[config.mk]
export PLATFORM = sky130hd
export DESIGN_NAME = mux_n1_rr_flat
export DESIGN_NICKNAME = d
export VERILOG_FILES = /design/src/rtl/mux_n1_rr_pkg.sv /design/src/rtl/mux_n1_rr_if.sv /design/src/rtl/mux_n1_rr_rr_pick.sv /design/src/rtl/mux_n1_rr.sv /design/src/flat_wrapper.sv
export SDC_FILE = /design/constraint.sdc
export NUM_CORES = 1
export LEC_CHECK = 0
export CAP_MARGIN = 20
export CELL_PAD_IN_SITES_DETAIL_PLACEMENT = 1
export CELL_PAD_IN_SITES_GLOBAL_PLACEMENT = 2
export CORE_ASPECT_RATIO = 0.75
export CORE_MARGIN = 3
export CORE_UTILIZATION = 23
export DETAILED_ROUTE_END_ITERATION = 10
export PLACE_DENSITY = 0.82
export SYNTH_ARGS = -nofsm -noshare
export SYNTH_HDL_FRONTEND = slang
export SYNTH_SLANG_ARGS = --single-unit
[constraint.sdc]
create_clock -name clk -period 6.4 [get_ports clk]
set_input_delay 0.64 -clock clk [delete_from_list [all_inputs] [get_ports clk]]
set_output_delay 0.64 -clock clk [all_outputs]
set_load 0.01 [all_outputs]
[src/rtl/mux_n1_rr_pkg.sv]
// mux_n1_rr_pkg: mode encodings and sizing helper shared by the mux_n1_rr files
package mux_n1_rr_pkg;
    localparam logic MODE_MANUAL = 1'b0;
    localparam logic MODE_RR = 1'b1;
    function automatic int clog2(input int n);
        int r;
        r = 0;
        while ((1 << r) < n) r++;
        return r;
    endfunction
endpackage

[src/rtl/mux_n1_rr_if.sv]
// mux_n1_rr_if: producer/consumer bundle of mux_n1_rr; out_ch exists only with MUX_N1_RR_TAG_EN
interface mux_n1_rr_if import mux_n1_rr_pkg::*; #(
    parameter int CH = 4,
    parameter int WIDTH = 8
);
    localparam int SELW = clog2(CH);
    logic [CH*WIDTH-1:0] in_data;
    logic [CH-1:0] in_valid;
    logic [CH-1:0] in_ready;
    logic [SELW-1:0] sel;
    logic mode;
    logic [WIDTH-1:0] out_data;
    logic out_valid;
    logic out_ready;
`ifdef MUX_N1_RR_TAG_EN
    logic [SELW-1:0] out_ch;
`endif
    modport master (
`ifdef MUX_N1_RR_TAG_EN
        input out_ch,
`endif
        output in_data, in_valid, sel, mode, out_ready,
        input in_ready, out_data, out_valid
    );
    modport slave (
`ifdef MUX_N1_RR_TAG_EN
        output out_ch,
`endif
        input in_data, in_valid, sel, mode, out_ready,
        output in_ready, out_data, out_valid
    );
endinterface

[src/rtl/mux_n1_rr_rr_pick.sv]
// rr_pick: combinational round-robin finder (rotate by ptr, lowest set bit, rotate back)
module rr_pick import mux_n1_rr_pkg::*; #(
    parameter int CH = 4,
    localparam int SELW = clog2(CH)
) (
    input  logic [CH-1:0]   req_i,
    input  logic [SELW-1:0] ptr_i,
    output logic [SELW-1:0] gnt_idx_o,
    output logic            gnt_vld_o
);
    logic [2*CH-1:0] dbl;
    logic [CH-1:0] rot;
    int k;
    int s;
    always_comb begin
        dbl = {req_i, req_i} >> ptr_i;
        rot = dbl[CH-1:0];
        gnt_vld_o = |rot;
        k = 0;
        for (int i = CH - 1; i >= 0; i--) k = rot[i] ? i : k;
        s = k + int'(ptr_i);
        gnt_idx_o = SELW'(s >= CH ? s - CH : s);
    end
endmodule

[src/rtl/mux_n1_rr.sv]
// mux_n1_rr: CH:1 valid/ready mux with registered output, manual select or round-robin grant
// Define MUX_N1_RR_TAG_EN to add out_ch, the source channel of the registered word.
module mux_n1_rr import mux_n1_rr_pkg::*; #(
    parameter int CH = 4,
    parameter int WIDTH = 8
) (
    input logic clk,
    input logic rst,
    mux_n1_rr_if.slave io
);
    localparam int SELW = clog2(CH);
    logic [WIDTH-1:0] ch_data [CH];
    logic [(1 << SELW)-1:0] vld_pad;
    logic [SELW-1:0] rr_idx, gnt, ptr_q, ptr_d;
    logic rr_vld, gnt_vld, load_ok, fire;
    logic [WIDTH-1:0] out_data_q, out_data_d;
    logic out_valid_q, out_valid_d;

    for (genvar c = 0; c < CH; c++) begin : g_ch
        assign ch_data[c] = io.in_data[c*WIDTH +: WIDTH];
    end

    rr_pick #(.CH(CH)) u_pick (
        .req_i(io.in_valid),
        .ptr_i(ptr_q),
        .gnt_idx_o(rr_idx),
        .gnt_vld_o(rr_vld)
    );

    // valid padded to a power of two so an out-of-range sel reads as "not valid"
    always_comb begin
        vld_pad = '0;
        vld_pad[CH-1:0] = io.in_valid;
        load_ok = !out_valid_q || io.out_ready;
        gnt = io.mode == MODE_RR ? rr_idx : io.sel;
        gnt_vld = io.mode == MODE_RR ? rr_vld : vld_pad[io.sel];
        fire = !rst && load_ok && gnt_vld;
        io.in_ready = fire ? CH'(1) << gnt : '0;
        ptr_d = (fire && io.mode == MODE_RR) ? (int'(gnt) == CH - 1 ? '0 : gnt + 1'b1) : ptr_q;
        out_valid_d = fire || (out_valid_q && !io.out_ready);
        out_data_d = fire ? ch_data[gnt] : out_data_q;
    end

    always_ff @(posedge clk or posedge rst) begin
        if (rst) begin
            ptr_q <= '0;
            out_valid_q <= 1'b0;
            out_data_q <= '0;
        end else begin
            ptr_q <= ptr_d;
            out_valid_q <= out_valid_d;
            out_data_q <= out_data_d;
        end
    end

    assign io.out_valid = out_valid_q;
    assign io.out_data = out_data_q;

`ifdef MUX_N1_RR_TAG_EN
    logic [SELW-1:0] out_ch_q, out_ch_d;
    assign out_ch_d = fire ? gnt : out_ch_q;
    always_ff @(posedge clk or posedge rst) begin
        if (rst) out_ch_q <= '0;
        else out_ch_q <= out_ch_d;
    end
    assign io.out_ch = out_ch_q;
`endif
endmodule

[src/flat_wrapper.sv]
// flat-port wrapper written by rule: the top's interface ports become plain ports
module mux_n1_rr_flat import mux_n1_rr_pkg::*;
#(
    parameter int CH = 4,
    parameter int WIDTH = 8
)
  (clk, rst, io_in_data, io_in_valid, io_sel, io_mode, io_out_ready, io_in_ready, io_out_data, io_out_valid);
  mux_n1_rr_if #(.CH(CH), .WIDTH(WIDTH)) io_i ();
  input logic clk;
  input logic rst;
  input wire logic [$bits(io_i.in_data)-1:0] io_in_data;
  input wire logic [$bits(io_i.in_valid)-1:0] io_in_valid;
  input wire logic [$bits(io_i.sel)-1:0] io_sel;
  input wire logic [$bits(io_i.mode)-1:0] io_mode;
  input wire logic [$bits(io_i.out_ready)-1:0] io_out_ready;
  output wire logic [$bits(io_i.in_ready)-1:0] io_in_ready;
  output wire logic [$bits(io_i.out_data)-1:0] io_out_data;
  output wire logic [$bits(io_i.out_valid)-1:0] io_out_valid;
  assign io_i.in_data = io_in_data;
  assign io_i.in_valid = io_in_valid;
  assign io_i.sel = io_sel;
  assign io_i.mode = io_mode;
  assign io_i.out_ready = io_out_ready;
  assign io_in_ready = io_i.in_ready;
  assign io_out_data = io_i.out_data;
  assign io_out_valid = io_i.out_valid;
  mux_n1_rr #(.CH(CH), .WIDTH(WIDTH)) u_core (.clk(clk), .rst(rst), .io(io_i));
endmodule
==> impl_metrics.json <==
{
  "status": "completed",
  "hold_path_class": "reg2reg",
  "ys_top_cells_by_count": "21 x nand2_1, 11 x dfrtp_1, 9 x mux2_2, 9 x o21ai_1",
  "reg2reg_from": "u_core.ptr_q[1]",
  "seq_area_frac_synth": 0.250,
  "final_layout_size_suffix_gt1_frac": 0.140,
  "p_sw_frac": 0.412,
  "finClkSkew_ps": 3.43,
  "layout.nets": 223,
  "io_pins": 55,
  "dr_total_vias": 1127,
  "dieArea_sq_um": 5670,
  "port-buffer-count": 54,
  "rsz0062_at_grt": "no",
  "min_delay_path_depth": 2,
  "max_freq_mhz": 218,
  "cts_buffers": 3,
  "clock-sinks": 11,
  "cp_max_fo": 10,
  "synth_area_sq_um": 1100,
  "syn_inst": 127,
  "synth_most_common_cell": "nand2_1",
  "antenna_found_initial": 0,
  "end_kind": "output port",
  "cts_hold_buf": 0,
  "avgViaCountPerCell": 4.80,
  "cp-start-kind": "primary input",
  "syn_area_per_cell_sq_um": 8.68,
  "setup_tns_ps": 0,
  "grt_pass1_wl_um": 5620,
  "clkLatencyLatePin_ps": 240,
  "setup_viol": 0,
  "crit_buf_inv": 3,
  "critPathTopFamily": "buffers and inverters",
  "cp.required_ps": 5760,
  "crit_type": "in2out",
  "cp.arrival_ps": 3940,
  "tightestPinTransition_ps": 524,
  "overflow": 0,
  "dp.final_hpwl_um": 2950,
  "clockBufferDepth": 2,
  "path_clk_slew_ps": 50,
  "synth-seq-cells": 11,
  "drcViolationCount": 0,
  "worstPathCellList": "clkdlybuf4s50_1 > nand2_1 > a21oi_1 > o2bb2ai_1 > nand2_1 > o21ai_0 > ha_1 > xor2_1 > or2_1 > or3_1 > nand3_4 > inv_1 > ha_1 > and2_1 > clkdlybuf4s50_1",
  "ant_nets": 0,
  "clkPwrFrac": 0.130,
  "slew_headroom": 0.647,
  "r2r_end": "u_core.ptr_q[1]",
  "firstDrtPassIters": 4,
  "syn_to_final_growth_pct": 54.8,
  "internal_power_mw": 0.315,
  "ys.flop_type": "dfrtp_1",
  "yosysWarningCount": 0,
  "finalCriticalPeriod_ps": 4580,
  "start_util": 0.242,
  "p_sw_mw": 0.220,
  "synthTopCellsByArea": "dfrtp_1 25%, mux2_2 9.2%, mux2i_1 7.3%, nand2_1 7.2%, o31ai_1 5.4%",
  "pwr-share-seq": 0.242,
  "post-route-period-util": 0.716,
  "seq_area_sq_um": 275,
  "synth_top_area_share": 0.250,
  "critical_path.max_stage_delay_ps": 680,
  "min_to": "u_core.io.out_data[2]",
  "fin_area_sq_um": 1710,
  "cts_tree": "built",
  "initialDrtViolationCount": 66,
  "power_density_nw_per_um2": 314,
  "grt_max_degree": 19,
  "synth_nets": 171,
  "multi_input_area_sq_um": 744,
  "synthArstFlopShare": 1.00,
  "drt-wirelength-per-cell_um": 15.1,
  "synth_top_area_cell": "dfrtp_1",
  "die_h_um": 66.0,
  "rrSetupSlack_ps": 3370,
  "hold_start": "u_core.io.out_data[2]",
  "p_comb_frac": 0.628,
  "grt.total_usage": 0.126,
  "die_width_um": 85.9,
  "crit_slowest_cell": "clkdlybuf4s50_1",
  "reg2reg_depth": 13,
  "synth_edf_count": 0,
  "cts_resized": 0,
  "cap_violations": 0,
  "synth_cell_types": 39,
  "grt_pass1_vias": 1220,
  "num_antenna_cells": 0,
  "final_hold_viol_count": 0,
  "fill_cells": 539,
  "cts_setup_buffers": 0,
  "root_buffer": "clkbuf_8",
  "cellLeakagePower_nw": 0.719,
  "h-tree-depth": 1,
  "drv_slew": 0,
  "drt-total-wl_um": 3550,
  "ir_drop_uv": 95.6,
  "place_area_sq_um": 1660,
  "rows": 21,
  "globalplace.congestion": 0.849,
  "final_util": 0.375,
  "coreArea_sq_um": 4550
}
==> per-stage QoR <==
stage	setup WS [ps]	cells	hold slack, ps	power (mW)
CTS	1810	235	487	0.542
global placement	1960	231	481	0.458
detailed placement	1820	231	477	0.470
global route	1580	235	522	0.583
floorplan	3100	127	492	0.348
finish	1820	235	482	0.535
==> cells by family after synthesis <==
kind of cell / after synthesis / share of synthesized area
multiplexers: 19 / 0.198
flip-flops: 11 / 0.250
XOR/XNOR: 1 / 0.00795
adder cells (fa/ha/maj): 2 / 0.0227
AO/OA/AOI/OAI: 41 / 0.257
buffers and inverters: 14 / 0.0749
AND/OR/NAND/NOR: 39 / 0.191
==> how the worst max path moves through the flow <==
| stage | startpoint | end | slack, ps | cells past startpoint |
|---|---|---|---|---|
| global placement | io_in_valid[2] | io_in_ready[3] | 1960 | 15 |
| CTS | io_in_valid[2] | io_in_ready[3] | 1810 | 15 |
| finish | io_in_valid[2] | io_in_ready[3] | 1820 | 15 |
| detailed placement | io_in_valid[2] | io_in_ready[3] | 1820 | 15 |
| global route | io_in_valid[1] | io_in_ready[3] | 1580 | 15 |
| floorplan | io_in_valid[2] | io_in_ready[3] | 3100 | 15 |
==> cell usage in the layout (no fill, tap or decap), types with 2 or more instances in the layout <==
| master | count |
|---|---|
| nand2_1 | 21 |
| and3_1 | 2 |
| ha_1 | 2 |
| nor2_1 | 3 |
| a31oi_1 | 8 |
| nor3_2 | 2 |
| dfrtp_1 | 11 |
| nor4_1 | 2 |
| o21ai_0 | 5 |
| mux2_2 | 9 |
| clkbuf_8 | 3 |
| nor2b_1 | 2 |
| clkdlybuf4s50_1 | 54 |
| o21ai_1 | 9 |
| a21oi_1 | 3 |
| o31ai_1 | 8 |
| mux2i_1 | 8 |
| inv_1 | 5 |
==> registers in the layout (all words and copies together) (netlist names) <==
register,cells
u_core.io.out_data,8
u_core.io.out_valid,1
u_core.ptr_q,2
==> power groups by stage <==
stage / Sequential (mW) / Clock (mW) / Combinational [mW]
floorplan: 0.130 / 0 / 0.218
global placement: 0.129 / 0 / 0.330
detailed placement: 0.131 / 0 / 0.339
CTS: 0.130 / 0.0711 / 0.341
global route: 0.135 / 0.0760 / 0.372
finish: 0.129 / 0.0698 / 0.336
==> tightest hold or removal path, stage by stage (launching register included) <==
cell and delay (ps):
dfrtp_1 330, nand2_1 50, o21ai_1 60
==> metal layers <==
layer,track usage,share of wire
met1,0.167,0.48
met2,0.208,0.45
met3,0.0149,0.051
met4,0.0534,0.022
met5,0,0
==> final cells by class <==
class	instances	area share
clock buffers	4	0.0264
well taps	57	0.0418
flip-flops and latches	11	0.161
repair buffers	55	0.321
inverters	6	0.0132
multi-input cells	102	0.436
Power figures use the tool's default switching activity.
